`src/rtl/babbage_arb_if.sv`:
```
// Handshake, length, abort and coefficient-config bundle for babbage_arb.
// The master side (requesters and sink) drives requests, config and out_ready; the slave side is the arbiter.
interface babbage_arb_if;
  localparam int unsigned DATA_W = 10;
  localparam int unsigned LEN_W  = 5;

  logic [1:0]        req;
  logic [LEN_W-1:0]  len0;
  logic [LEN_W-1:0]  len1;
  logic              abort;
  logic              cfg_we;
  logic [1:0]        cfg_addr;
  logic [DATA_W-1:0] cfg_wdata;
  logic [1:0]        gnt;
  logic              busy;
  logic              out_valid;
  logic              out_ready;
  logic [DATA_W-1:0] out_data;
  logic              out_id;
  logic              out_last;

  modport master (
    output req, len0, len1, abort, cfg_we, cfg_addr, cfg_wdata, out_ready,
    input  gnt, busy, out_valid, out_data, out_id, out_last
  );

  modport slave (
    input  req, len0, len1, abort, cfg_we, cfg_addr, cfg_wdata, out_ready,
    output gnt, busy, out_valid, out_data, out_id, out_last
  );
endinterface

```
`src/rtl/babbage_arb.sv`:
```
// Two-requester round-robin arbiter that streams difference-engine terms (cubic via h/f/g/D)
// for the granted requester, one term per STEP+EMIT pair, with valid/ready output handshake.
module babbage_arb (
  input  logic         clk,
  input  logic         rst,
  babbage_arb_if.slave bus
);
  localparam int unsigned DATA_W = 10;
  localparam int unsigned LEN_W  = 5;

  typedef enum logic [1:0] {IDLE, LOAD, STEP, EMIT} state_t;

  state_t              state_q, state_d;
  logic [1:0]          gnt_q, gnt_d;
  logic                busy_q, busy_d;
  logic                valid_q, valid_d;
  logic                id_q, id_d;
  logic                last_q, last_d;
  logic                served_q, served_d;
  logic [DATA_W-1:0]   h_q, h_d, f_q, f_d, g_q, g_d;
  logic [DATA_W-1:0]   h0_q, h0_d, f0_q, f0_d, g0_q, g0_d, dc_q, dc_d;
  logic [LEN_W-1:0]    rem_q, rem_d;
  logic                win_c;
  logic [LEN_W-1:0]    load_len_c;

  // State and datapath registers; reset leaves requester 0 favoured on a tie
  always_ff @(posedge clk or negedge rst) begin
    if (!rst) begin
      state_q  <= IDLE;
      gnt_q    <= 2'b00;
      busy_q   <= 1'b0;
      valid_q  <= 1'b0;
      id_q     <= 1'b0;
      last_q   <= 1'b0;
      served_q <= 1'b1;
      h_q      <= '0;
      f_q      <= '0;
      g_q      <= '0;
      rem_q    <= '0;
      h0_q     <= DATA_W'(1);
      f0_q     <= DATA_W'(5);
      g0_q     <= DATA_W'(10);
      dc_q     <= DATA_W'(6);
    end else begin
      state_q  <= state_d;
      gnt_q    <= gnt_d;
      busy_q   <= busy_d;
      valid_q  <= valid_d;
      id_q     <= id_d;
      last_q   <= last_d;
      served_q <= served_d;
      h_q      <= h_d;
      f_q      <= f_d;
      g_q      <= g_d;
      rem_q    <= rem_d;
      h0_q     <= h0_d;
      f0_q     <= f0_d;
      g0_q     <= g0_d;
      dc_q     <= dc_d;
    end
  end

  // Next-state and next-output logic; abort overrides every non-idle transition
  always_comb begin
    state_d    = state_q;
    gnt_d      = gnt_q;
    valid_d    = 1'b0;
    id_d       = id_q;
    last_d     = last_q;
    served_d   = served_q;
    h_d        = h_q;
    f_d        = f_q;
    g_d        = g_q;
    rem_d      = rem_q;
    h0_d       = h0_q;
    f0_d       = f0_q;
    g0_d       = g0_q;
    dc_d       = dc_q;
    win_c      = (bus.req == 2'b11) ? ~served_q : bus.req[1];
    load_len_c = gnt_q[1] ? bus.len1 : bus.len0;

    if (bus.abort && (state_q != IDLE)) begin
      state_d  = IDLE;
      gnt_d    = 2'b00;
      served_d = gnt_q[1];
    end else begin
      case (state_q)
        IDLE: begin
          if (bus.cfg_we) begin
            case (bus.cfg_addr)
              2'd0:    h0_d = bus.cfg_wdata;
              2'd1:    f0_d = bus.cfg_wdata;
              2'd2:    g0_d = bus.cfg_wdata;
              default: dc_d = bus.cfg_wdata;
            endcase
          end
          if (bus.req != 2'b00) begin
            gnt_d   = win_c ? 2'b10 : 2'b01;
            state_d = LOAD;
          end
        end
        LOAD: begin
          h_d   = h0_q;
          f_d   = f0_q;
          g_d   = g0_q;
          rem_d = load_len_c;
          id_d  = gnt_q[1];
          if (load_len_c == '0) begin
            state_d  = IDLE;
            gnt_d    = 2'b00;
            served_d = gnt_q[1];
          end else begin
            state_d = STEP;
          end
        end
        STEP: begin
          h_d     = h_q + f_q;
          f_d     = f_q + g_q;
          g_d     = g_q + dc_q;
          rem_d   = rem_q - LEN_W'(1);
          last_d  = (rem_q == LEN_W'(1));
          valid_d = 1'b1;
          state_d = EMIT;
        end
        EMIT: begin
          valid_d = 1'b1;
          if (bus.out_ready) begin
            valid_d = 1'b0;
            if (last_q) begin
              state_d  = IDLE;
              gnt_d    = 2'b00;
              served_d = gnt_q[1];
            end else begin
              state_d = STEP;
            end
          end
        end
        default: state_d = IDLE;
      endcase
    end
    busy_d = (state_d != IDLE);
  end

  assign bus.gnt       = gnt_q;
  assign bus.busy      = busy_q;
  assign bus.out_valid = valid_q;
  assign bus.out_data  = h_q;
  assign bus.out_id    = id_q;
  assign bus.out_last  = last_q;
endmodule
```
`src/flat_wrapper.sv`:
```
// flat-port wrapper written by rule: the top's interface ports become plain ports
module babbage_arb_flat 
  (clk, rst, bus_req, bus_len0, bus_len1, bus_abort, bus_cfg_we, bus_cfg_addr, bus_cfg_wdata, bus_out_ready, bus_gnt, bus_busy, bus_out_valid, bus_out_data, bus_out_id, bus_out_last);
  babbage_arb_if bus_i ();
  input  logic clk;
  input  logic rst;
  input wire logic [$bits(bus_i.req)-1:0] bus_req;
  input wire logic [$bits(bus_i.len0)-1:0] bus_len0;
  input wire logic [$bits(bus_i.len1)-1:0] bus_len1;
  input wire logic [$bits(bus_i.abort)-1:0] bus_abort;
  input wire logic [$bits(bus_i.cfg_we)-1:0] bus_cfg_we;
  input wire logic [$bits(bus_i.cfg_addr)-1:0] bus_cfg_addr;
  input wire logic [$bits(bus_i.cfg_wdata)-1:0] bus_cfg_wdata;
  input wire logic [$bits(bus_i.out_ready)-1:0] bus_out_ready;
  output wire logic [$bits(bus_i.gnt)-1:0] bus_gnt;
  output wire logic [$bits(bus_i.busy)-1:0] bus_busy;
  output wire logic [$bits(bus_i.out_valid)-1:0] bus_out_valid;
  output wire logic [$bits(bus_i.out_data)-1:0] bus_out_data;
  output wire logic [$bits(bus_i.out_id)-1:0] bus_out_id;
  output wire logic [$bits(bus_i.out_last)-1:0] bus_out_last;
  assign bus_i.req = bus_req;
  assign bus_i.len0 = bus_len0;
  assign bus_i.len1 = bus_len1;
  assign bus_i.abort = bus_abort;
  assign bus_i.cfg_we = bus_cfg_we;
  assign bus_i.cfg_addr = bus_cfg_addr;
  assign bus_i.cfg_wdata = bus_cfg_wdata;
  assign bus_i.out_ready = bus_out_ready;
  assign bus_gnt = bus_i.gnt;
  assign bus_busy = bus_i.busy;
  assign bus_out_valid = bus_i.out_valid;
  assign bus_out_data = bus_i.out_data;
  assign bus_out_id = bus_i.out_id;
  assign bus_out_last = bus_i.out_last;
  babbage_arb u_core (.clk(clk), .rst(rst), .bus(bus_i));
endmodule
```
`config.mk`:
```
export PLATFORM = sky130hd
export DESIGN_NAME = babbage_arb_flat
export DESIGN_NICKNAME = d
export VERILOG_FILES = /design/src/rtl/babbage_arb_if.sv /design/src/rtl/babbage_arb.sv /design/src/flat_wrapper.sv
export SDC_FILE = /design/constraint.sdc
export NUM_CORES = 1
export LEC_CHECK = 0
export BUFFER_PORTS_ARGS = -buffer_cell sky130_fd_sc_hd__buf_2
export CORE_MARGIN = 4
export CORE_UTILIZATION = 47
export DETAILED_ROUTE_END_ITERATION = 7
export PLACE_DENSITY = 0.73
export SLEW_MARGIN = 20
export SYNTH_ARGS = -nofsm -noshare
export SYNTH_HDL_FRONTEND = slang
export SYNTH_SLANG_ARGS = --single-unit
```
`constraint.sdc`:
```
create_clock -name clk -period 2.29 [get_ports clk]
set_input_delay 0.229 -clock clk [delete_from_list [all_inputs] [get_ports clk]]
set_output_delay 0.229 -clock clk [all_outputs]
set_load 0.05 [all_outputs]
```
==> impl_metrics.sql <==
INSERT INTO impl_metrics (metric_group, metric, value, unit) VALUES
('timing', 'maxSlewViolCount', '0', ''),
('place', 'port_buffers', '44', ''),
('yosys', 'ys_warn_count', '0', ''),
('setup_path', 'cp-start-kind', 'register', ''),
('clock_network', 'clock_path_buffers', '2', ''),
('setup_path', 'r2r-start', 'u_core.g_q[1]$_DFFE_PN0P_', ''),
('timing', 'final_count_of_hold_timing_violations', '0', ''),
('finish', 'num-nets-final', '591', ''),
('yosys', 'synthesis.instances', '462', ''),
('timing', 'clock_skew', '0.01478', 'ns'),
('finish', 'finish.cell_count_without_fillers', '667', ''),
('finish', 'seq_area', '2117', 'sq um'),
('grt', 'grt_pass1_vias', '3841', ''),
('finish', 'n_antenna_cell', '0', ''),
('route', 'detail_route.iter0.violations', '213', ''),
('timing', 'setup-tns-final', '0', 'ns'),
('yosys', 'synth_seq_area_share', '42.83', '%'),
('route', 'detailroute.via_count', '3782', ''),
('yosys', 'synth_area_per_cell', '10.67', 'sq um'),
('route', 'post_drt_wl_per_cell', '16.48', 'microns'),
('yosys', 'edff_count_synth', '0', ''),
('timing', 'maxClockFrequency', '446.2', 'MHz'),
('setup_path', 'reg2reg_to', 'u_core.f_q[9]$_DFFE_PN0P_', ''),
('timing', 'setup_repair_after_global_routing_missed_its_margin', 'yes', ''),
('place', 'place.gp.congestion', '0.8837', ''),
('yosys', 'synth.net_count', '527', ''),
('timing', 'finalSetupViolations', '0', ''),
('worst_hold_path', 'hp-class', 'in2reg', ''),
('setup_path', 'rr_worst_depth', '7', ''),
('clock_network', 'cts-buffers-inserted', '9', ''),
('setup_path', 'regToRegSetupSlack', '0.05', 'ns'),
('route', 'route.detailed.drc', '0', ''),
('timing', 'worst-slew-pin-transition', '0.6311', 'ns'),
('timing', 'final.min_clock_period', '2.241', 'ns'),
('setup_path', 'path_depth', '7', ''),
('grt', 'global_route_wire_length_before_repair', '18700', 'microns'),
('setup_path', 'crit_path_start', 'u_core.g_q[1]$_DFFE_PN0P_', ''),
('setup_path', 'setup.worst_path.end_class', 'register', ''),
('yosys', 'synth.top_cells.by_area', 'dfrtp_1 39%, mux2_2 11%, ha_1 8.4%', ''),
('setup_path', 'worst_ep_arrival_time', '2.50', 'ns'),
('route', 'drt-total-wl', '10990', 'microns'),
('grt', 'grt_util_all_layers', '18.55', '%'),
('outcome', 'run_status', 'completed', ''),
('timing', 'relSlewSlack', '57.70', '%'),
('clock_network', 'tritoncts', 'done', ''),
('setup_path', 'critical_path.max_stage_delay', '0.53', 'ns'),
('place', 'dp.final_hpwl', '8162', 'microns'),
('flow_run', 'maxCapViolations', '0', ''),
('clock_network', 'cts_max_level', '3', ''),
('floorplanning', 'placement_rows', '37', ''),
('finish', 'fill_cell_total_of_the_finished_layout', '881', ''),
('floorplanning', 'die_area', '12190', 'sq um'),
('setup_path', 'timing.critical_path.cells', 'ha_1 -> a211oi_2 -> nor3_1 -> or4_1 -> a311oi_1 -> a41o_1 -> a21oi_1', ''),
('finish', 'layout-area-overhead-vs-synth', '17.00', '%'),
('setup_path', 'timing.critical_path.max_delay_family', 'compound AO/OA/AOI/OAI gates', ''),
('yosys', 'synth_top_cell_by_area', 'dfrtp_1', ''),
('setup_path', 'worst_ep_required_time', '2.55', 'ns'),
('clock_network', 'cts.sink_count', '84', ''),
('yosys', 'ys_ff_latch', '84', ''),
('yosys', 'synth.cell_area', '4931', 'sq um'),
('floorplanning', 'floorplan.initialDensity', '47.98', '%'),
('place', 'placed_cells_incl_taps', '648', ''),
('setup_path', 'cp_max_fo', '4', ''),
('grt', 'gr-total-overflow', '0', ''),
('finish', 'final_layout_size_suffix_gt1_share', '31.64', '%'),
('grt', 'grt_start_max_net_pins', '43', ''),
('setup_path', 'cp_slowest_cell', 'or4_1', ''),
('clock_network', 'cts_root_buffer', 'clkbuf_8', ''),
('floorplanning', 'die_w', '110.4', 'microns'),
('yosys', 'ys_async_sr_fraction', '100.0', '%'),
('grt', 'antenna_found_initial', '0', '');
[state kept, by name (all words and copies together) (netlist names), 2 cells and up]
| register | count |
|---|---|
| u_core.bus.gnt | 2 |
| u_core.bus.out_data | 10 |
| u_core.dc_q | 10 |
| u_core.f0_q | 10 |
| u_core.f_q | 10 |
| u_core.g0_q | 10 |
| u_core.g_q | 10 |
| u_core.h0_q | 10 |
| u_core.rem_q | 5 |
| u_core.state_q | 2 |
[area by class of cell]
| class | count | share of cell area, % |
|---|---|---|
| clock inverter | 4 | 0.8458 |
| multi-input combinational | 350 | 48.56 |
| clock buffer | 12 | 2.516 |
| tap | 136 | 2.949 |
| sequential | 84 | 36.69 |
| timing repair buffer | 70 | 7.721 |
| inverter | 11 | 0.7157 |
[per-stage QoR]
stage	area (sq um)	worst slack, ns	hold slack (ns)	total power [mW]
4_1_cts	5685	-0.005023	0.1356	9.348
3_3_place_gp	5469	0.01827	0.2544	7.989
3_5_place_dp	5469	-0.03435	0.2522	8.233
6_report	5769	0.04865	0.1431	9.526
5_1_grt	5769	-0.02806	0.1380	10.34
2_1_floorplan	4949	0.0005325	-0.06659	6.805
[metal layers]
layer  share of wire, %  GRT usage, %
met1                 48         25.34
met2                 47         29.37
met3                3.1         3.726
met4                1.8         6.568
met5                  0             0
[report_power, final]
group	switching (mW)	internal, mW	total (mW)
Clock	0.551	0.534	1.08
Sequential	0.568	2.27	2.84
Combinational	3.04	2.56	5.60
[timing repair]
action | in CTS | in global routing
buffers inserted | 0 | 2
hold buffers | 1 | 0
pin swaps | 1 | 6
endpoints found under the setup margin | 3 | 5
hold endpoints to repair | 37 | 0
resized for setup | 3 | 16
[Yosys cell counts (all sizes together) (11+ instances only)]
library cell	instances
mux2i	18
ha	33
xnor2	15
inv	11
dfrtp	76
mux2	46
a21o	18
nand2	40
nor3b	11
o21ai	47
a21oi	21
clkbuf	13
[worst min-delay path by stage]
| stage | start | to | slack [ns] | depth (start not counted) |
|---|---|---|---|---|
| 5_1_grt | bus_cfg_wdata[0] | u_core.h0_q[0]$_DFFE_PN1P_ | 0.14 | 2 |
| 3_3_place_gp | rst | u_core.bus.out_id$_DFFE_PN0P_ | 0.25 | 1 |
| 2_1_floorplan | rst | u_core.bus.busy$_DFF_PN0_ | -0.07 | 0 |
| 6_report | bus_cfg_wdata[9] | u_core.g0_q[9]$_DFFE_PN0P_ | 0.14 | 2 |
| 3_5_place_dp | rst | u_core.bus.out_id$_DFFE_PN0P_ | 0.25 | 1 |
| 4_1_cts | bus_cfg_wdata[0] | u_core.h0_q[0]$_DFFE_PN1P_ | 0.14 | 2 |
[logic make-up (layout without fill, tap and decap cells)]
group,Yosys count,in the layout,synth area share (%)
AOI/OAI and AO/OA,122,122,15.55
and+or+nand+nor,107,107,11.77
xor gates and xnor gates,21,21,3.730
buffers and inverters,28,97,2.360
muxes,64,64,14.16
adders and majority gates,36,36,9.592
DFF,84,84,42.83
No activity file was read; power rests on OpenSTA's default activity.
